File: src/rtl/q2_pkg.sv
`default_nettype none
// ============================================================================
// Module   : q2_pkg
// Purpose  : Shared state codes and defaults for the Q2 sequencer and control decoder.
// Revision : 1.0 - initial release
// ============================================================================
package q2_pkg;

   localparam logic [3:0] ST_FETCH = 4'b0000;
   localparam logic [3:0] ST_ADDR  = 4'b0001;
   localparam logic [3:0] ST_LOAD  = 4'b0010;
   localparam logic [3:0] ST_EXEC  = 4'b0011;
   localparam logic [3:0] ST_ALU0  = 4'b0100;

   localparam int ALU_STEPS_DEF = 8;

   typedef enum logic {
      PH_SETTLE = 1'b0,
      PH_WRITE  = 1'b1
   } phase_e;

   // FETCH, ADDR, LOAD and EXEC touch memory; every code above them is an ALU step.
   function automatic logic is_mem_state(input logic [3:0] code);
      return (code <= ST_EXEC);
   endfunction

endpackage
`default_nettype wire

File: src/rtl/q2_step_edge.sv
`default_nettype none
// ============================================================================
// Module   : q2_step_edge
// Purpose  : Front-panel step rising-edge detector and single-instruction request latch.
// Revision : 1.0 - initial release
// ============================================================================
module q2_step_edge (
   input  logic clk,
   input  logic rst_n,
   input  logic i_step,
   input  logic i_halted,
   input  logic i_consume,
   output logic o_step_req
);

   logic r_step_prev;
   logic r_step_req;
   logic w_rise;

   assign w_rise = i_step & ~r_step_prev;

   // A request can only be armed while parked, so edges during execution are dropped.
   always_ff @(posedge clk) begin
      if (!rst_n) begin
         r_step_prev <= 1'b0;
         r_step_req  <= 1'b0;
      end else begin
         r_step_prev <= i_step;
         if (i_consume) begin
            r_step_req <= 1'b0;
         end else if (w_rise && i_halted) begin
            r_step_req <= 1'b1;
         end
      end
   end

   assign o_step_req = r_step_req;

endmodule
`default_nettype wire

File: src/rtl/q2_sequencer.sv
`default_nettype none
// ============================================================================
// Module   : q2_sequencer
// Purpose  : Two-phase state/strobe generator for the Q2 control decoder.
// Revision : 1.0 - initial release
// ============================================================================
module q2_sequencer
   import q2_pkg::*;
#(
   parameter int ALU_STEPS = ALU_STEPS_DEF
) (
   input  logic clk,
   input  logic rst_n,
   input  logic run,
   input  logic step,
   input  logic o2,
   input  logic mem_rdy,
   output logic s0,
   output logic s1,
   output logic s2,
   output logic s3,
   output logic ws,
   output logic halted,
   output logic instr_done
);

   localparam logic [3:0] c_ALU_LAST = 4'(int'(ST_ALU0) + ALU_STEPS - 1);

   logic [3:0] r_state;
   phase_e     r_phase;
   logic       r_instr_done;

   logic [3:0] w_state_nxt;
   phase_e     w_phase_nxt;
   logic       w_advance;
   logic       w_consume;
   logic       w_step_req;

   q2_step_edge u_step_edge (
      .clk        (clk),
      .rst_n      (rst_n),
      .i_step     (step),
      .i_halted   (halted),
      .i_consume  (w_consume),
      .o_step_req (w_step_req)
   );

   always_ff @(posedge clk) begin
      if (!rst_n) begin
         r_state      <= ST_FETCH;
         r_phase      <= PH_SETTLE;
         r_instr_done <= 1'b0;
      end else begin
         r_state      <= w_state_nxt;
         r_phase      <= w_phase_nxt;
         r_instr_done <= (r_state == ST_EXEC) && (r_phase == PH_WRITE);
      end
   end

   always_comb begin
      w_state_nxt = r_state;
      w_phase_nxt = r_phase;
      w_advance   = 1'b0;
      if (r_state > c_ALU_LAST) begin
         // Unused ALU codes (or an upset) recover through FETCH.
         w_state_nxt = ST_FETCH;
         w_phase_nxt = PH_SETTLE;
      end else if (r_phase == PH_SETTLE) begin
         w_advance = (!is_mem_state(r_state) || mem_rdy) &&
                     ((r_state != ST_FETCH) || run || w_step_req);
         if (w_advance) begin
            w_phase_nxt = PH_WRITE;
         end
      end else begin
         w_phase_nxt = PH_SETTLE;
         case (r_state)
            ST_FETCH: w_state_nxt = ST_ADDR;
            ST_ADDR:  w_state_nxt = o2 ? ST_EXEC : ST_LOAD;
            ST_LOAD:  w_state_nxt = ST_ALU0;
            ST_EXEC:  w_state_nxt = ST_FETCH;
            default:  w_state_nxt = (r_state == c_ALU_LAST) ? ST_EXEC : (r_state + 4'd1);
         endcase
      end
   end

   assign w_consume  = (r_state == ST_FETCH) && w_advance;
   assign halted     = (r_state == ST_FETCH) && (r_phase == PH_SETTLE) && !run && !w_step_req;
   assign ws         = (r_phase == PH_WRITE);
   assign instr_done = r_instr_done;
   assign s0         = r_state[0];
   assign s1         = r_state[1];
   assign s2         = r_state[2];
   assign s3         = r_state[3];

endmodule
`default_nettype wire
File: config.mk
export PLATFORM = sky130hd
export DESIGN_NAME = q2_sequencer
export DESIGN_NICKNAME = d
export VERILOG_FILES = /design/src/rtl/q2_pkg.sv /design/src/rtl/q2_step_edge.sv /design/src/rtl/q2_sequencer.sv
export SDC_FILE = /design/constraint.sdc
export NUM_CORES = 1
export LEC_CHECK = 0
export ABC_AREA = 0
export ABC_CLOCK_PERIOD_IN_PS = 1300
export BUFFER_PORTS_ARGS = -buffer_cell sky130_fd_sc_hd__buf_2
export CAP_MARGIN = 20
export CORE_AREA = 2 2 39 41
export CTS_CLUSTER_SIZE = 28
export DETAILED_ROUTE_END_ITERATION = 10
export DIE_AREA = 0 0 41 43
export GPL_TIMING_DRIVEN = 1
export SLEW_MARGIN = 0
export SYNTH_ARGS = -nofsm -noshare
export SYNTH_HDL_FRONTEND = slang
export SYNTH_SLANG_ARGS = --single-unit
File: constraint.sdc
create_clock -name clk -period 1.3 [get_ports clk]
set_input_delay 0.13 -clock clk [delete_from_list [all_inputs] [get_ports clk]]
set_output_delay 0.13 -clock clk [all_outputs]
set_load 0.005 [all_outputs]
==> results.tsv, run 1 <==
stage	metric	value	unit
run_status	outcome	finished with violations	
run_status	violations	setup timing	
worst_hold_path	worstHoldPathType	primary input to register	
place	post-dp-hpwl	842	um
grt	first_pass_grt_wire_length	1870	um
timing	timing.fmax	690	MHz
floorplanning	core_region_area	1380	sq um
pwr	power_frac_comb	30.3	%
yosys	syn_area	484	sq um
cts	cts_root_buffer	clkbuf_4	
grt	grt-busiest-layer	met2	
grt	routing_usage_on_met2	23.8	%
floorplanning	fp.dieW	41	um
timing	maxSlewViolCount	0	
timing	worst_slew_margin_rel	79.0	%
detailed_routing	drt-vias-per-instance	5.15	
floorplanning	die_area	1760	sq um
layout	antenna_cells_inserted	0	
detailed_routing	drt-pass1-iter-count	4	
place	placedInstanceArea	604	sq um
yosys	syn-instance-count	53	
setup_path	timing.reg2reg.setup_slack	-0.11	ns
timing	setup_viol	3	
pwr	peakVddDrop	0.000465	V
yosys	seq_area_frac_synth	33.1	%
cts	cts_sinks	8	
job	max_cap_viol_count	0	
grt	groute.usage.overall	15.6	%
pwr	power_leakage	0.000327	uW
detailed_routing	detail-route-antenna-nets	0	
detailed_routing	routed_wirelength	1240	um
setup_path	worst_r2r_start	r_state[0]	
floorplanning	placement_rows	14	
setup_path	worst-path-max-fanout	2	
grt	antenna_found_initial	0	
setup_path	slowest_stage	dfxtp_4	
layout	areaGrowthSynthToFinish	50.1	%
floorplanning	top_level_ports	13	
setup_path	critPathArrivalTime	1.32	ns
layout	seqCellArea	165	sq um
place	place.gp.congestion	0.762	
setup_path	rr_endpoint	u_step_edge.o_step_req	
setup_path	sequence_of_cells_on_the_critical_path	inv_4, ha_4, nor4b_4, nor3b_2, buf_2	
pwr	power_density	943	nW/um^2
timing	postLayoutSetupSlackWorst	-0.150	ns
timing	totalNegativeSetupSlack	-0.310	ns
timing	rsz_0062_raised_after_global_routing	true	
setup_path	rr_worst_depth	7	
timing	clock-skew-final	0.00827	ns
cts	max-clock-path-buffers	2	
layout	final_cell_area	727	sq um
place	dp.cells	85	
cts	cts.htree.levels	1	
detailed_routing	via_count	489	
pwr	power_switching_share	27.1	%
yosys	synth_cell_types	29	
cts	number_of_buffers_created_by_cts	3	
yosys	synth.avg_cell_area	9.14	sq um
grt	groute.layer.met3.usage	1.57	%
pwr	p_switching	186	uW
detailed_routing	drc	0	
timing	post-route-min-period	1.45	ns
setup_path	worst_setup_sp_type	register	
cts	hold_buffers_post_cts	0	
place	numPortBuffers	12	
timing	max_slew.worst_pin.slew	0.314	ns
layout	final.fill_count	145	
grt	grt_pass1_vias	447	
layout	area_of_the_multi_input_gates	344	sq um
layout	finish.net_count	90	
setup_path	startpoint_to_endpoint_class_of_the_critical_path	register to output port	
grt	global_route.usage.met1	19.7	%
cts	worstSkewPairLatency	0.25	ns
yosys	yosys_warns	0	
floorplanning	die_h	43	um
layout	final-instance-count-excl-fill	95	
setup_path	crit_start	r_state[0]	
setup_path	critical_path.endpoint	halted	
timing	fin_crit_sh	112	%
place	dp_worst_setup_slack	-0.0141	ns
pwr	power_report.internal_total	500	uW
cts	tritoncts	done	
setup_path	worst_path_largest_cell_delay	0.35	ns
detailed_routing	drt-wirelength-per-cell	13.1	um
pwr	power.share.sequential	39.9	%
detailed_routing	drtIter0Drc	12	
floorplanning	initial_standard_cell_utilization_of_the_core	35.0	%
setup_path	crit_required	1.17	ns
layout	layout-drive-gt1-share	51.9	%
cts	clk_transition_reported_paths	0.06	ns
yosys	synth_seq_cells	8	
timing	finalHoldViolCount	0	
pwr	power.share.clock	29.8	%
setup_path	worstSetupEndpointType	output port	
grt	overflow	0	
timing	hold_ws	0.140	ns
yosys	synth.net_count	63	
grt	grt_max_degree	9	
[sequential cells by signal (all words and copies together) (netlist names)]
name	count
r_state	4
instr_done	1
u_step_edge.o_step_req	1
u_step_edge.r_step_prev	1
ws	1
[logic make-up (layout without fill, tap and decap cells)]
logic type	count (synthesis)	in the layout	share of synthesized area, %
AND/OR/NAND/NOR	26	26	35.1
AO/OA/AOI/OAI	10	10	14.2
flip-flops	8	8	33.1
buffers and inverters	5	31	7.23
adder cells (fa/ha/maj)	4	4	10.3
[timing repair]
| item | 4_1_cts | 5_1_grt |
|---|---|---|
| setup buffers | 3 | 3 |
| gates resized for setup | 4 | 6 |
| pin swaps | 2 | 3 |
| setup endpoints to repair | 3 | 4 |
[worst max-delay path, delay by kind of cell (launching register included)]
family                     cells  cell delay [ns]
DFF                            1             0.35
adders and majority gates      1             0.12
and+or+nand+nor                2             0.40
buffers and inverters          2             0.18
[power groups by stage]
stage	clock [uW]	sequential (uW)	combinational, uW
floorplan	0	276	81.0
global placement	0	275	136
detailed placement	0	275	138
CTS	209	272	163
global route	222	275	229
finish	205	273	208
[how the worst min path moves through the flow]
stage / from / to / slack, ns / cells after the start
6_report: mem_rdy / u_step_edge.o_step_req / 0.14 / 2
5_1_grt: mem_rdy / u_step_edge.o_step_req / 0.15 / 2
4_1_cts: step / u_step_edge.r_step_prev / 0.11 / 2
3_5_place_dp: step / u_step_edge.r_step_prev / 0.37 / 2
3_3_place_gp: step / u_step_edge.r_step_prev / 0.36 / 2
2_1_floorplan: mem_rdy / u_step_edge.o_step_req / 0.24 / 1
[through the flow]
| step | total power, uW | utilization (%) |
|---|---|---|
| final | 686 | 52.5 |
| after global routing | 725 | 52.5 |
| after CTS | 644 | 48.5 |
| after detailed placement | 413 | 43.7 |
| after global placement | 410 | 43.7 |
| after floorplan | 357 | - |
[synth_stat cells]
master,instances,area (sq um)
nand4_1,1,6.26
a311oi_1,1,8.76
and3_1,1,6.26
inv_1,2,7.51
dfxtp_1,8,160
or3b_2,1,8.76
ha_1,4,50.1
a21boi_0,1,7.51
nand2_1,6,22.5
buf_6,2,22.5
a21oi_1,2,10.0
and2b_1,1,7.51
nor2b_1,3,18.8
a31oi_1,1,6.26
a221oi_1,1,8.76
nand3_1,1,5.00
o21bai_1,1,7.51
nor2_1,2,7.51
buf_2,1,5.00
nor3_1,1,5.00
nor4b_1,1,8.76
nand2b_1,1,6.26
o21ai_0,1,5.00
o211ai_1,1,7.51
nor4b_4,1,23.8
nor3b_1,2,15.0
and2_1,1,6.26
nand3b_1,3,22.5
a211oi_1,1,7.51
[per-layer routing]
layer  vias to the layer above  share of wire [%]
met3                         2                3.6
met4                         0                1.8
met2                        13                 49
li1                        241                  -
met5                         -                  0
met1                       233                 45
[placed cells by master, fill, tap and decap left out, types with 2 or more instances in the layout]
cell	instances
buf_2	12
buf_4	12
ha_1	2
clkbuf_4	3
nand2_1	6
a21oi_1	2
nand3b_1	3
nor2b_1	3
dfxtp_1	6
nor2_1	2
[layout make-up]
cell class | instances | share of cell area [%]
timing repair buffer | 25 | 22.2
sequential | 8 | 22.7
inverter | 2 | 1.38
multi-input combinational | 40 | 47.3
clock buffer | 4 | 3.61
tap | 16 | 2.75
No activity file was read; power rests on OpenSTA's default activity.
==> inputs of run 2 (changes only) <==
ABC_CLOCK_PERIOD_IN_PS = 1800   (was 1300)
clock period = 1.8 ns   (was 1.3 ns; I/O delays follow)
==> run 2 against run 1 <==
  * The flow now finishes without violations
  * Via count decreased by 14%
  * Final area is 20% lower
  * Power fell by 38%
  * Count of clock-buffer cells in the layout decreased by 1
  * Core utilization fell by 11 points
  * Sequential share of layout area up 5.1 points
  * Critical path type unchanged
==> results.tsv, run 2 (synthesized netlist as in run 1, its figures left out) <==
stage	metric	value	unit	change
run_status	outcome	finished clean		was finished with violations
cts	clk_transition_reported_paths	0.05	ns	was 0.06 ns
floorplanning	die_h	43	um	unchanged
worst_hold_path	hold_path_end	u_step_edge.o_step_req		unchanged
setup_path	crit_required	1.62	ns	was 1.17 ns
floorplanning	die_area	1760	sq um	unchanged
setup_path	worst_r2r_start	r_state[0]		unchanged
layout	finish.net_count	79		was 90
detailed_routing	drc	0		unchanged
timing	maxSlewViolCount	0		unchanged
grt	antenna_found_initial	0		unchanged
layout	layout_common_cells	12 x buf_2, 7 x dfxtp_1, 6 x nand2_1		was 12 x buf_2, 12 x buf_4, 6 x nand2_1, 6 x dfxtp_1
pwr	total_power	422	uW	was 686 uW
pwr	peakVddDrop	0.000318	V	was 0.000465 V
floorplanning	core_region_area	1380	sq um	unchanged
floorplanning	fp.dieW	41	um	unchanged
grt	grt_max_degree	13		was 9
grt	overflow	0		unchanged
timing	max_slew.worst_pin.slew	0.428	ns	was 0.314 ns
layout	largest_register	r_state		unchanged
pwr	power_switching_share	26.3	%	was 27.1%
detailed_routing	drt-pass1-iter-count	4		unchanged
timing	clock-skew-final	0.00218	ns	was 0.00827 ns
pwr	power_frac_comb	19.5	%	was 30.3%
setup_path	critPathArrivalTime	1.45	ns	was 1.32 ns
timing	timing.fmax	614	MHz	
grt	routing_usage_on_met2	16.3	%	was 23.8%
detailed_routing	via_count	420		was 489
layout	antenna_cells_inserted	0		unchanged
floorplanning	top_level_ports	13		unchanged
grt	grt-busiest-layer	met1		was met2
place	place.gp.congestion	0.825		was 0.762
timing	rsz_0062_raised_after_global_routing	false		was true
place	numPortBuffers	12		unchanged
grt	groute.usage.overall	13.1	%	was 15.6%
layout	layout_commonest_cell	buf_2		
pwr	power_density	727	nW/um^2	was 943 nW/um^2
cts	cts_sinks	8		unchanged
cts	max-clock-path-buffers	2		unchanged
setup_path	rr_endpoint	ws		was u_step_edge.o_step_req
grt	grt_pass1_vias	354		was 447
floorplanning	placement_rows	14		unchanged
grt	first_pass_grt_wire_length	1510	um	was 1870 um
detailed_routing	drt-wirelength-per-cell	11.2	um	was 13.1 um
cts	cts.htree.levels	1		unchanged
worst_hold_path	timing.hold.worst.start	mem_rdy		unchanged
detailed_routing	routed_wirelength	932	um	was 1240 um
detailed_routing	drt-vias-per-instance	5.06		was 5.15
layout	areaGrowthSynthToFinish	19.9	%	was 50.1%
worst_hold_path	whs_path_depth	2		unchanged
place	post-dp-hpwl	662	um	was 842 um
setup_path	worst_setup_sp_type	register		unchanged
pwr	power_leakage	0.000264	uW	was 0.000327 uW
cts	cts_root_buffer	clkbuf_4		unchanged
floorplanning	initial_standard_cell_utilization_of_the_core	35.0	%	unchanged
worst_hold_path	worstHoldPathType	primary input to register		unchanged
timing	setup_viol	0		was 3
setup_path	timing.reg2reg.setup_slack	0.30	ns	was -0.11 ns
timing	finalHoldViolCount	0		unchanged
layout	area_of_the_multi_input_gates	294	sq um	was 344 sq um
layout	final.fill_count	139		was 145
pwr	p_switching	111	uW	was 186 uW
pwr	power.share.clock	33.0	%	was 29.8%
grt	groute.layer.met3.usage	3.14	%	was 1.57%
pwr	power.share.sequential	47.5	%	was 39.9%
setup_path	rr_worst_depth	5		was 7
cts	number_of_buffers_created_by_cts	3		unchanged
setup_path	worstSetupEndpointType	output port		unchanged
layout	largest_register_ffs	4		unchanged
detailed_routing	detail-route-antenna-nets	0		unchanged
setup_path	startpoint_to_endpoint_class_of_the_critical_path	register to output port		unchanged
grt	global_route.usage.met1	17.5	%	was 19.7%
pwr	power_report.internal_total	311	uW	was 500 uW
job	max_cap_viol_count	0		unchanged
timing	worst_slew_margin_rel	71.4	%	was 79.0%
layout	layout-drive-gt1-share	31.3	%	was 51.9%
layout	seqCellArea	161	sq um	was 165 sq um
timing	totalNegativeSetupSlack	0	ns	was -0.310 ns
cts	tritoncts	done		unchanged
timing	post-route-min-period	1.63	ns	
setup_path	worst-path-max-fanout	8		was 2
cts	worstSkewPairLatency	0.26	ns	was 0.25 ns
detailed_routing	drtIter0Drc	3		was 12
timing	fin_crit_sh	90.5	%	
==> run 2: timing repair <==
item / 4_1_cts / 5_1_grt
endpoints found under the hold margin: 0 / 0
setup buffers: 0 / 1
endpoints found under the setup margin: 0 / 1
hold buffers: 0 / 0
resized for setup: 0 / 2
==> run 2: metal layers <==
| layer | wire length (um) | up-vias |
|---|---|---|
| met5 | 0 | - |
| met4 | 40 | 0 |
| met3 | 37 | 5 |
| met2 | 391 | 7 |
| met1 | 463 | 191 |
| li1 | - | 217 |
==> run 2: through the flow <==
step	setup WS [ns]	cell area, sq um	utilization [%]	cells	hold WS [ns]
6_report	0.171	581	42.0	83	0.151
5_1_grt	0.0496	581	42.0	83	0.175
4_1_cts	0.0716	567	41.0	82	0.145
3_5_place_dp	0.267	544	39.3	79	0.414
3_3_place_gp	0.302	544	39.3	79	0.407
2_1_floorplan	0.351	484	-	53	0.291
==> run 2: worst max-delay path, stage by stage, from the launching register on <==
cell     delay, ns
dfxtp_2       0.36
inv_1         0.09
ha_1          0.19
nor4b_4       0.23
nor3b_2       0.20
buf_2         0.13
==> run 2: power by group through the flow <==
stage	registers, uW	logic, uW	clock network, uW
global route	203	92.8	147
global placement	203	74.8	0
detailed placement	203	75.2	0
CTS	199	75.6	144
floorplan	199	54.4	0
finish	200	82.5	139
==> run 2: cell type report <==
type | instances | area share, %
Inverter | 2 | 1.29
Timing Repair Buffer | 14 | 12.9
Tap cell | 16 | 3.45
Clock buffer | 3 | 3.88
Multi-Input combinational cell | 40 | 50.6
Sequential cell | 8 | 27.8
==> run 2: how the worst max path moves through the flow <==
stage	to	cells past startpoint	from
global placement	ws	5	r_state[0]
global route	halted	5	r_state[0]
floorplan	ws	5	r_state[0]
CTS	halted	5	r_state[0]
detailed placement	ws	5	r_state[0]
finish	halted	5	r_state[0]
==> inputs of run 3 (changes only) <==
ABC_CLOCK_PERIOD_IN_PS = 2000   (was 1800)
clock period = 2 ns   (was 1.8 ns; I/O delays follow)
==> run 3 against run 2 <==
  * Register-to-register slack improved by 0.14 ns
  * First-iteration DRC count up 100%
  * Clock skew decreased by 0.0016 ns
  * Sequential share of layout area up 0.83 points
  * Global-route usage rose by 1.1 points
  * Critical path depth unchanged
  * Non-clock buffer count shrank 2
  * Routed wire length is 3.8% higher
  * Cell count decreased by 2.4%
  * Flip-flop and latch count did not move
  * Via count unchanged
==> results.tsv, run 3 (synthesized netlist as in run 1, its figures left out) <==
stage	metric	value	unit	change
pwr	power.share.sequential	48.8	%	was 47.5%
pwr	power_leakage	0.000252	uW	was 0.000264 uW
setup_path	crit_start	r_state[0]		unchanged
cts	cts_sinks	8		unchanged
pwr	total_power	372	uW	was 422 uW
timing	timing.fmax	570	MHz	
layout	antenna_cells_inserted	0		unchanged
layout	final_cell_area	559	sq um	was 581 sq um
worst_hold_path	worstHoldPathType	primary input to register		unchanged
place	placedInstanceArea	537	sq um	was 544 sq um
detailed_routing	drt-vias-per-instance	5.19		was 5.06
cts	tritoncts	done		unchanged
grt	grt_pass1_vias	360		was 354
pwr	power_report.internal_total	272	uW	was 311 uW
detailed_routing	drtIter0Drc	6		was 3
worst_hold_path	whs_path_depth	2		unchanged
cts	cts_setup_buffers	0		unchanged
worst_hold_path	timing.hold.worst.start	mem_rdy		unchanged
place	place.gp.congestion	0.796		was 0.825
layout	areaGrowthSynthToFinish	15.5	%	was 19.9%
floorplanning	die_h	43	um	unchanged
setup_path	worstSetupEndpointType	output port		unchanged
detailed_routing	detail-route-antenna-nets	0		unchanged
detailed_routing	routed_wirelength	967	um	was 932 um
timing	rsz_0062_raised_after_global_routing	false		unchanged
detailed_routing	via_count	420		unchanged
setup_path	worst_r2r_start	r_state[0]		unchanged
floorplanning	die_area	1760	sq um	unchanged
cts	post_cts.resized_instances	0		unchanged
pwr	power_switching_share	26.8	%	was 26.3%
cts	worstSkewPairLatency	0.25	ns	was 0.26 ns
detailed_routing	drc	0		unchanged
grt	overflow	0		unchanged
grt	first_pass_grt_wire_length	1620	um	was 1510 um
timing	post-route-min-period	1.75	ns	
run_status	outcome	finished clean		unchanged
floorplanning	placement_rows	14		unchanged
timing	finalHoldViolCount	0		unchanged
floorplanning	core_region_area	1380	sq um	unchanged
detailed_routing	drt-wirelength-per-cell	11.9	um	was 11.2 um
cts	clk_transition_reported_paths	0.06	ns	was 0.05 ns
timing	setup_viol	0		unchanged
pwr	power_density	665	nW/um^2	was 727 nW/um^2
worst_hold_path	hold_path_end	u_step_edge.o_step_req		unchanged
layout	largest_register_ffs	4		unchanged
cts	max-clock-path-buffers	2		unchanged
layout	largest_register	r_state		unchanged
layout	layout_common_cells	12 x buf_2, 8 x dfxtp_1, 6 x nand2_1		was 12 x buf_2, 7 x dfxtp_1, 6 x nand2_1
grt	groute.usage.overall	14.2	%	was 13.1%
place	numPortBuffers	12		unchanged
floorplanning	fp.dieW	41	um	unchanged
layout	finish.net_count	77		was 79
setup_path	rr_worst_depth	5		unchanged
setup_path	timing.reg2reg.setup_slack	0.44	ns	was 0.30 ns
setup_path	rr_endpoint	ws		unchanged
cts	cts.htree.levels	1		unchanged
timing	totalNegativeSetupSlack	0	ns	unchanged
timing	worst_slew_margin_rel	71.2	%	was 71.4%
setup_path	worst_setup_sp_type	register		unchanged
timing	max_slew.worst_pin.slew	0.432	ns	was 0.428 ns
grt	grt_max_degree	13		unchanged
setup_path	crit_required	1.80	ns	was 1.62 ns
pwr	peakVddDrop	0.000398	V	was 0.000318 V
pwr	p_switching	99.7	uW	was 111 uW
setup_path	worst-path-max-fanout	8		unchanged
setup_path	startpoint_to_endpoint_class_of_the_critical_path	register to output port		unchanged
grt	antenna_found_initial	0		unchanged
setup_path	critPathArrivalTime	1.55	ns	was 1.45 ns
timing	clock-skew-final	0.000563	ns	was 0.00218 ns
pwr	power_frac_comb	17.1	%	was 19.5%
layout	layout-drive-gt1-share	26.2	%	was 31.3%
floorplanning	top_level_ports	13		unchanged
place	post-dp-hpwl	707	um	was 662 um
cts	number_of_buffers_created_by_cts	3		unchanged
detailed_routing	drt-pass1-iter-count	4		unchanged
floorplanning	initial_standard_cell_utilization_of_the_core	35.0	%	unchanged
pwr	power.share.clock	34.1	%	was 33.0%
layout	layout_commonest_cell	buf_2		unchanged
timing	fin_crit_sh	87.7	%	
timing	maxSlewViolCount	0		unchanged
cts	cts_root_buffer	clkbuf_4		unchanged
cts	hold_buffers_post_cts	0		unchanged
job	max_cap_viol_count	0		unchanged
-- run 3: changes by cell type in the layout (fill, tap and decap cells not counted), sizes merged --
| cell | delta |
|---|---|
| buf | -2 |
-- run 3: worst max-delay path by stage --
stage                  end  cells after the start
floorplan               ws                      5
global placement        ws                      5
detailed placement      ws                      5
CTS                 halted                      5
global route        halted                      5
finish              halted                      5
-- run 3: power by group through the flow --
stage	logic, uW	clock network [uW]	registers, uW
after floorplan	48.9	0	179
after global placement	63.2	0	184
after detailed placement	63.7	0	185
after CTS	64.3	127	182
after global routing	73.5	134	184
final	63.7	127	182
-- run 3: critical path, cell delays in order (launching register included) --
cell,delay [ns]
dfxtp_1,0.38
inv_1,0.11
ha_1,0.20
nor4b_4,0.25
nor3b_1,0.23
buf_2,0.14
-- run 3: per-layer routing --
metal | global-route usage (%) | routed length (um)
met5 | 0 | 0
met4 | 10.0 | 27
met3 | 4.71 | 37
met2 | 18.1 | 440
met1 | 19.1 | 462
-- run 3: final cells by class --
cell class,instances,area (sq um)
clock buffers,3,22.5
fillers,147,825
inverters,2,7.51
multi-input cells,40,289
flip-flops and latches,8,160
well taps,16,20.0
repair buffers,12,60.1
-- run 3: metrics by stage --
stage / util (%) / hold slack [ns] / cells / setup slack (ns)
finish: 40.4 / 0.179 / 81 / 0.247
global placement: 38.8 / 0.428 / 78 / 0.506
CTS: 40.4 / 0.181 / 81 / 0.270
floorplan: - / 0.311 / 53 / 0.551
detailed placement: 38.8 / 0.438 / 78 / 0.431
global route: 40.4 / 0.187 / 81 / 0.0958
